$ cat src/rtl/seq_rightshift_pkg.sv
// Shared defaults, state encoding and stage-amount lookup for the multi-cycle right shifter.
package seq_rightshift_pkg;

   localparam int DEF_WIDTH   = 32;
   localparam int DEF_SHAMT_W = 5;

   typedef enum logic {
      IDLE  = 1'b0,
      SHIFT = 1'b1
   } state_t;

   // Stage k shifts by the largest remaining power of two: 16, 8, 4, 2, 1 for a 5-bit shamt.
   function automatic int stage_amt(input int shamt_w, input int k);
      return 1 << (shamt_w - 1 - k);
   endfunction

endpackage

$ cat src/rtl/seq_rightshift_if.sv
// Request/result bundle between the multicycle controller and the right shifter.
interface seq_rightshift_if;
   import seq_rightshift_pkg::*;

   logic                   start;
   logic [DEF_WIDTH-1:0]   A;
   logic [DEF_SHAMT_W-1:0] shamt;
   logic                   arith;
   logic [DEF_WIDTH-1:0]   out;
   logic                   busy;
   logic                   done;

   modport master (
      output start, A, shamt, arith,
      input  out, busy, done
   );

   modport slave (
      input  start, A, shamt, arith,
      output out, busy, done
   );

endinterface

$ cat src/rtl/seq_rightshift_rshift_stage.sv
// One constant-distance right-shift stage with fill bit; passes data through when en is low.
// Purely combinational, no state, no backpressure.
module rshift_stage #(
   parameter int WIDTH = 32,
   parameter int AMT   = 1
) (
   input  logic [WIDTH-1:0] din,
   input  logic             fill,
   input  logic             en,
   output logic [WIDTH-1:0] dout
);

   assign dout = en ? {{AMT{fill}}, din[WIDTH-1:AMT]} : din;

endmodule

$ cat src/rtl/seq_rightshift.sv
// Multi-cycle SRA/SRL: one power-of-two stage per clock, result and done pulse 5 cycles after accept.
// No queueing: start is only sampled while idle, busy tells the controller to stall.
module seq_rightshift
   import seq_rightshift_pkg::*;
#(
   parameter int WIDTH   = DEF_WIDTH,
   parameter int SHAMT_W = DEF_SHAMT_W
) (
   input  logic              clock,
   input  logic              reset,
   seq_rightshift_if.slave   bus
);

   localparam int CNT_W = $clog2(SHAMT_W);
   localparam logic [CNT_W-1:0] LAST_STAGE = CNT_W'(SHAMT_W - 1);

   state_t             state;
   logic [CNT_W-1:0]   stage;
   logic [WIDTH-1:0]   work;
   logic [SHAMT_W-1:0] shamt_q;
   logic               fill_q;
   logic [WIDTH-1:0]   stage_out [SHAMT_W];
   logic [WIDTH-1:0]   stage_sel;

   // All stages see the working register; only the one named by the counter is used.
   for (genvar k = 0; k < SHAMT_W; k++) begin : g_stage
      rshift_stage #(
         .WIDTH (WIDTH),
         .AMT   (stage_amt(SHAMT_W, k))
      ) u_stage (
         .din  (work),
         .fill (fill_q),
         .en   (shamt_q[SHAMT_W-1-k]),
         .dout (stage_out[k])
      );
   end

   always_comb begin
      stage_sel = work;
      for (int k = 0; k < SHAMT_W; k++) begin
         if (stage == CNT_W'(k)) begin
            stage_sel = stage_out[k];
         end
      end
   end

   always_ff @(posedge clock) begin
      if (reset) begin
         state    <= IDLE;
         stage    <= '0;
         work     <= '0;
         shamt_q  <= '0;
         fill_q   <= 1'b0;
         bus.out  <= '0;
         bus.busy <= 1'b0;
         bus.done <= 1'b0;
      end else begin
         bus.done <= 1'b0;
         case (state)
            IDLE: begin
               if (bus.start) begin
                  work     <= bus.A;
                  shamt_q  <= bus.shamt;
                  fill_q   <= bus.arith & bus.A[WIDTH-1];
                  stage    <= '0;
                  bus.busy <= 1'b1;
                  state    <= SHIFT;
               end
            end
            SHIFT: begin
               work <= stage_sel;
               if (stage == LAST_STAGE) begin
                  bus.out  <= stage_sel;
                  bus.done <= 1'b1;
                  bus.busy <= 1'b0;
                  stage    <= '0;
                  state    <= IDLE;
               end else begin
                  stage <= stage + 1'b1;
               end
            end
         endcase
      end
   end

endmodule

$ cat src/flat_wrapper.sv
// flat-port wrapper written by rule: the top's interface ports become plain ports
module seq_rightshift_flat import seq_rightshift_pkg::*;
#(
   parameter int WIDTH   = DEF_WIDTH,
   parameter int SHAMT_W = DEF_SHAMT_W
)
  (clock, reset, bus_start, bus_A, bus_shamt, bus_arith, bus_out, bus_busy, bus_done);
  seq_rightshift_if bus_i ();
  input  logic clock;
  input  logic reset;
  input wire logic [$bits(bus_i.start)-1:0] bus_start;
  input wire logic [$bits(bus_i.A)-1:0] bus_A;
  input wire logic [$bits(bus_i.shamt)-1:0] bus_shamt;
  input wire logic [$bits(bus_i.arith)-1:0] bus_arith;
  output wire logic [$bits(bus_i.out)-1:0] bus_out;
  output wire logic [$bits(bus_i.busy)-1:0] bus_busy;
  output wire logic [$bits(bus_i.done)-1:0] bus_done;
  assign bus_i.start = bus_start;
  assign bus_i.A = bus_A;
  assign bus_i.shamt = bus_shamt;
  assign bus_i.arith = bus_arith;
  assign bus_out = bus_i.out;
  assign bus_busy = bus_i.busy;
  assign bus_done = bus_i.done;
  seq_rightshift #(.WIDTH(WIDTH), .SHAMT_W(SHAMT_W)) u_core (.clock(clock), .reset(reset), .bus(bus_i));
endmodule
$ cat config.mk
export PLATFORM = sky130hd
export DESIGN_NAME = seq_rightshift_flat
export DESIGN_NICKNAME = d
export VERILOG_FILES = /design/src/rtl/seq_rightshift_pkg.sv /design/src/rtl/seq_rightshift_if.sv /design/src/rtl/seq_rightshift_rshift_stage.sv /design/src/rtl/seq_rightshift.sv /design/src/flat_wrapper.sv
export SDC_FILE = /design/constraint.sdc
export NUM_CORES = 1
export LEC_CHECK = 0
export BUFFER_PORTS_ARGS = -buffer_cell sky130_fd_sc_hd__buf_4
export CAP_MARGIN = 10
export CORE_AREA = 2 2 137 126
export CTS_BUF_LIST = sky130_fd_sc_hd__clkbuf_4 sky130_fd_sc_hd__clkbuf_8 sky130_fd_sc_hd__clkbuf_16
export DETAILED_ROUTE_END_ITERATION = 8
export DIE_AREA = 0 0 139 128
export PLACE_DENSITY = 0.53
export SLEW_MARGIN = 20
export SYNTH_ARGS = -nofsm -noshare
export SYNTH_HDL_FRONTEND = slang
export SYNTH_SLANG_ARGS = --single-unit
$ cat constraint.sdc
create_clock -name clock -period 4.28 [get_ports clock]
set_input_delay 0.214 -clock clock [delete_from_list [all_inputs] [get_ports clock]]
set_output_delay 0.214 -clock clock [all_outputs]
set_load 0.1 [all_outputs]
Yosys cells after proc, flatten, opt, wreduce, memory -nomap -nowiden:

Index checks and enable logic that the tools add are counted.

* flip-flop bits (word level): 76
* bits in latches: 0
* bits in writable memories: 0
* bits in read-only memories: 0
* bits of input ports: 41
* word-level logic and storage cells: 44
* memories kept: 0

* $add $sub $neg: 1
* multiply operators: 0
* div/mod/pow operators: 0
* order comparisons: 0
* eq/ne operators: 6
* shift operators: 0
* muxes and demuxes: 22
* bitwise logic cells: 2
* reductions and logical operators: 5

Operator list (number)
* 2-to-1 mux 32 bit: 11
* one-hot mux 32 bit (2 select lines): 1
* equality test 3 x 2 -> 1 bit (second input constant): 2
* 2-to-1 mux 3 bit: 2
* one-hot mux 3 bit (2 select lines): 1
* AND reduction 2 bit: 3
* 2-to-1 mux 1 bit: 5
* inequality test 2 bit (second input constant): 2
* one-hot mux 1 bit (2 select lines): 2
* adder 3 x 1 -> 3 bit (second input constant): 1
* equality test 3 x 1 -> 1 bit (second input constant): 1
* equality test 3 bit (second input constant): 1
* zero test 3 bit: 1
* OR reduction 2 bit: 1
* AND 1 bit: 1
* inverter 1 bit: 1

Longest topological paths before layout:

* depth after elaboration: 7
* mapped depth: 9
* gate-level depth less buffers: 7

Hierarchy:

Synthesis repeated with hierarchy kept, for this count alone.

* cell total of the unflattened synthesis: 759
* area total of the unflattened synthesis: 7902.6 µm²

Modules (own cells, without submodules)
* seq_rightshift: times used 1, cells each 578, area each 5176.2 µm², seq. area each 1521.5 µm²
* rshift_stage at u_core.g_stage[1].u_stage ...: times used 4, cells each 36, area each 544.3 µm², seq. area each 0.0 µm²
* rshift_stage at u_core.g_stage[0].u_stage: times used 1, cells each 37, area each 549.3 µm², seq. area each 0.0 µm²

Worst setup path before layout:

No wires, ideal clock.

* path type: register to register
* from: register u_core.stage[2]
* to: register u_core.work[14]
* setup time: 0.142 ns
* arrival: 1.804 ns
* data required time: 4.138 ns
* path slack: 2.334 ns
* cell stages (with the launch flop): 10
* buffers on the path: 4
* clock period less this slack: 1.946 ns
* cells stage by stage: dfxtp_1 -> buf_6 -> inv_1 -> clkbuf_1 -> ha_1 -> or2_2 -> buf_2 -> buf_2 -> a21oi_1 -> a211oi_2

* word-level cells in the longest chain between the ends: 7
* elaborated cells between the ends (all ways): 11
* classes of those cells: 4 x eq/ne; 6 x mux; 1 x reduce/logical

RTL lines
* start, declared: line seq_rightshift.sv:18 `logic [CNT_W-1:0] stage;`
* start signal, assigned: line seq_rightshift.sv:79 `stage <= stage + 1'b1;`
* zero test 3 bit: line seq_rightshift.sv:41 `if (stage == CNT_W'(k)) begin`
* 2-to-1 mux 32 bit (4 in a row): line seq_rightshift.sv:41
* 2-to-1 mux 32 bit *: line seq_rightshift.sv:41
* one-hot mux 32 bit (2 select lines) *: line seq_rightshift.sv:59 `case (state)`
* end signal, assigned: line seq_rightshift.sv:62 `work <= bus.A;`
* end signal, assigned: line seq_rightshift.sv:71 `work <= stage_sel;`
* end, declared: line seq_rightshift.sv:19 `logic [WIDTH-1:0] work;`

Every way passes the cells marked *; elsewhere a longest branch is shown, timed or not.
A chain may end at the register's enable or synchronous reset.

Final worst setup path:

Ends and elaborated chain as after synthesis.

==> reports/qor.yml <==
clock_tree:
  cts_hold_buf: 0
  clock-sinks: 76
  cts_max_level: 3
  post_cts_buffers: 0
  cts.reportedPaths.clkPinSlew_ns: 0.06
  cts_resized: 0
  cts_tree: "built"
  clk_latency_ns: 0.35
  numCtsBuffers: 9
  clock_path_buffers: 2
  root_buffer: "clkbuf_16"
finish:
  nets: 730
  final_cell_mix: "nor2_1, mux2i_1, buf_4"
  syn_to_final_growth_pct: 13.3
  mostFrequentLayoutCell: "nor2_1"
  diodes: 0
  drive_gt1_share_pct: 22.1
  design_area_mm2: 0.00640
  post-route-util_pct: 38.9
worst_setup_path:
  slowest_delay_ns: 0.86
  end_kind: "flip-flop"
  cp_max_fo: 20
  regToRegSetupSlack_ns: 1.56
  worstPathArrival_ns: 2.92
  required_ns: 4.48
  r2r-start: "u_core.stage[2]"
  timing_worst_setup_path_type: "reg2reg"
  r2r_end: "u_core.work[14]"
  cp_cell_sequence: "and2_1 > buf_4 > a22oi_1 > a21oi_1 > a211oi_2"
  start_kind: "flip-flop"
  cpMaxStageDelayCell: "dfxtp_1"
  reg2regPathDepth: 5
global_routing:
  busiest_layer: "met2"
  antenna_found_initial: 0
  grt_usage_pct: 19.4
  grtUsageMet2_pct: 31.8
  use_met3_pct: 2.58
  grt_pass1_wl_um: 27700
  grt-ovfl-total: 0
  use_met1_pct: 26.1
  first_global_vias: 5073
  grt_max_degree: 69
floorplanning:
  die_w_um: 139
  start_util_pct: 34.4
  io_pins: 75
  dieHeight_um: 128
  core_area_mm2: 0.0164
  dieArea_mm2: 0.0178
  rows: 45
power_and_ir_drop:
  ir_drop_uv: 189
  total_power_mw: 2.13
  pwr_density_cell_mw_per_mm2: 333
  p_leak_nw: 2.30
synth:
  synth_cells: 688
  synth_edf_count: 0
  synth_area_mm2: 0.00565
  ys_warn_count: 0
  ys_ff_latch: 76
  postSynthAreaPerCell_um2: 8.21
  synthTopCellsByArea: "dfxtp_1, mux2i_1, nor2_1"
  synth_fp_nets: 734
  async_flop_share_pct: 0
  synth_top_area_cell: "dfxtp_1"
  ys_seq_area_share_pct: 26.9
  ys.flop_type: "dfxtp_1"
  synth.top_cell.area_share_pct: 26.9
  synth.distinct_cells: 53
place:
  dp_hpwl_um: 11400
  place_area_mm2: 0.00605
  io_buffers: 74
  finalWeightedCongestion: 0.881
  dp_slack_ns: 1.67
drt:
  post-route-drc-count: 0
  vias: 5271
  dr.pass1.iters: 5
  routed_via_density: 5.86
  wl_per_cell_um: 19.3
  drt_first_iter_violations: 414
  ant_nets: 0
  drt_wl_total_um: 17400
hold_path:
  min_to: "u_core.shamt_q[3]"
  worstHoldStart: "bus_shamt[3]"
  hold_depth: 3
  hold_path.class: "in2reg"
sta:
  fin_crit_sh_pct: 63.5
  fin_crit_ns: 2.72
  slew_violations: 0
  setup_viol: 0
  setup_ws_ns: 1.56
  slew_headroom_pct: 25.6
  fmax_mhz: 368
  worst_pin_slew_ns: 1.12
  rsz0062_at_grt: "no"
  hold_viol_final: 0
  setup-tns-final_ns: 0
  clock_skew_ns: 0.00511
run:
  drv_cap: 0
run_status:
  outcome: "finished, final reports clean"
[power breakdown]
| group | internal (mW) | leakage, nW | switching (mW) | total, mW |
|---|---|---|---|---|
| Sequential | 0.740 | 0.621 | 0.116 | 0.856 |
| Combinational | 0.191 | 1.51 | 0.205 | 0.397 |
| Clock | 0.557 | 0.169 | 0.320 | 0.876 |
| Total | 1.49 | 2.30 | 0.641 | 2.13 |
[area by class of cell]
| cell class | instances | area, um2 |
|---|---|---|
| multi-input combinational | 512 | 3660 |
| sequential | 76 | 1530 |
| tap | 211 | 264 |
| clock inverter | 4 | 70.1 |
| timing repair buffer | 78 | 586 |
| clock buffer | 12 | 267 |
| fill | 1689 | 10000 |
| inverter | 7 | 26.3 |
[layer usage]
metal | part of all wire (%) | routed length [um] | up-vias
li1 | - | - | 2536
met3 | 4.7 | 814 | 24
met5 | 0 | 0 | -
met4 | 1.9 | 336 | 0
met2 | 46 | 7950 | 176
met1 | 48 | 8260 | 2535
[state kept, by name, indices dropped and copies added, names as in the netlist]
name / count
u_core.bus.out: 32
u_core.work: 32
u_core.shamt_q: 5
u_core.stage: 3
u_core.bus.busy: 1
u_core.bus.done: 1
u_core.fill_q: 1
u_core.state: 1
[kinds of logic after synthesis]
kind of cell,after synthesis,share of synthesized area (%)
adders and majority gates,5,1.11
and+or+nand+nor,147,11.2
buffers and inverters,100,8.46
DFF,76,26.9
muxes,125,22.7
AOI/OAI and AO/OA,235,29.7
[how the worst max path moves through the flow]
stage / from / endpoint
3_5_place_dp: u_core.stage[0] / u_core.work[22]
3_3_place_gp: u_core.stage[0] / u_core.work[30]
5_1_grt: u_core.stage[2] / u_core.work[30]
2_1_floorplan: u_core.stage[2] / u_core.work[14]
4_1_cts: u_core.stage[0] / u_core.work[22]
6_report: u_core.stage[2] / u_core.work[14]
[per-stage QoR]
stage	instances	hold slack, ns
6_report	900	0.0943
5_1_grt	900	0.0981
4_1_cts	900	0.0879
3_5_place_dp	884	0.455
3_3_place_gp	884	0.443
2_1_floorplan	688	0.353
[synth_stat cells, drive strengths merged, types with 2 or more instances]
master,count
o31a,7
and3,2
buf,45
o22ai,30
nand3,4
mux2i,101
a21oi,66
a211oi,54
dfxtp,76
nand2,18
a221o,7
and2,4
a31oi,2
mux2,24
o221ai,7
ha,5
or2,2
o21ai,20
nor2,104
o32ai,2
a22oi,30
nor3,2
nand3b,2
inv,6
clkbuf,48
nand2b,5
a21boi,2
[critical path, delay by kind of cell (launching register included)]
kind / cells / cell delay [ns]
flops: 1 / 0.86
buf+inv: 1 / 0.42
compound gates: 3 / 0.42
simple gates: 1 / 0.82
(Power assumes the default switching activity.)
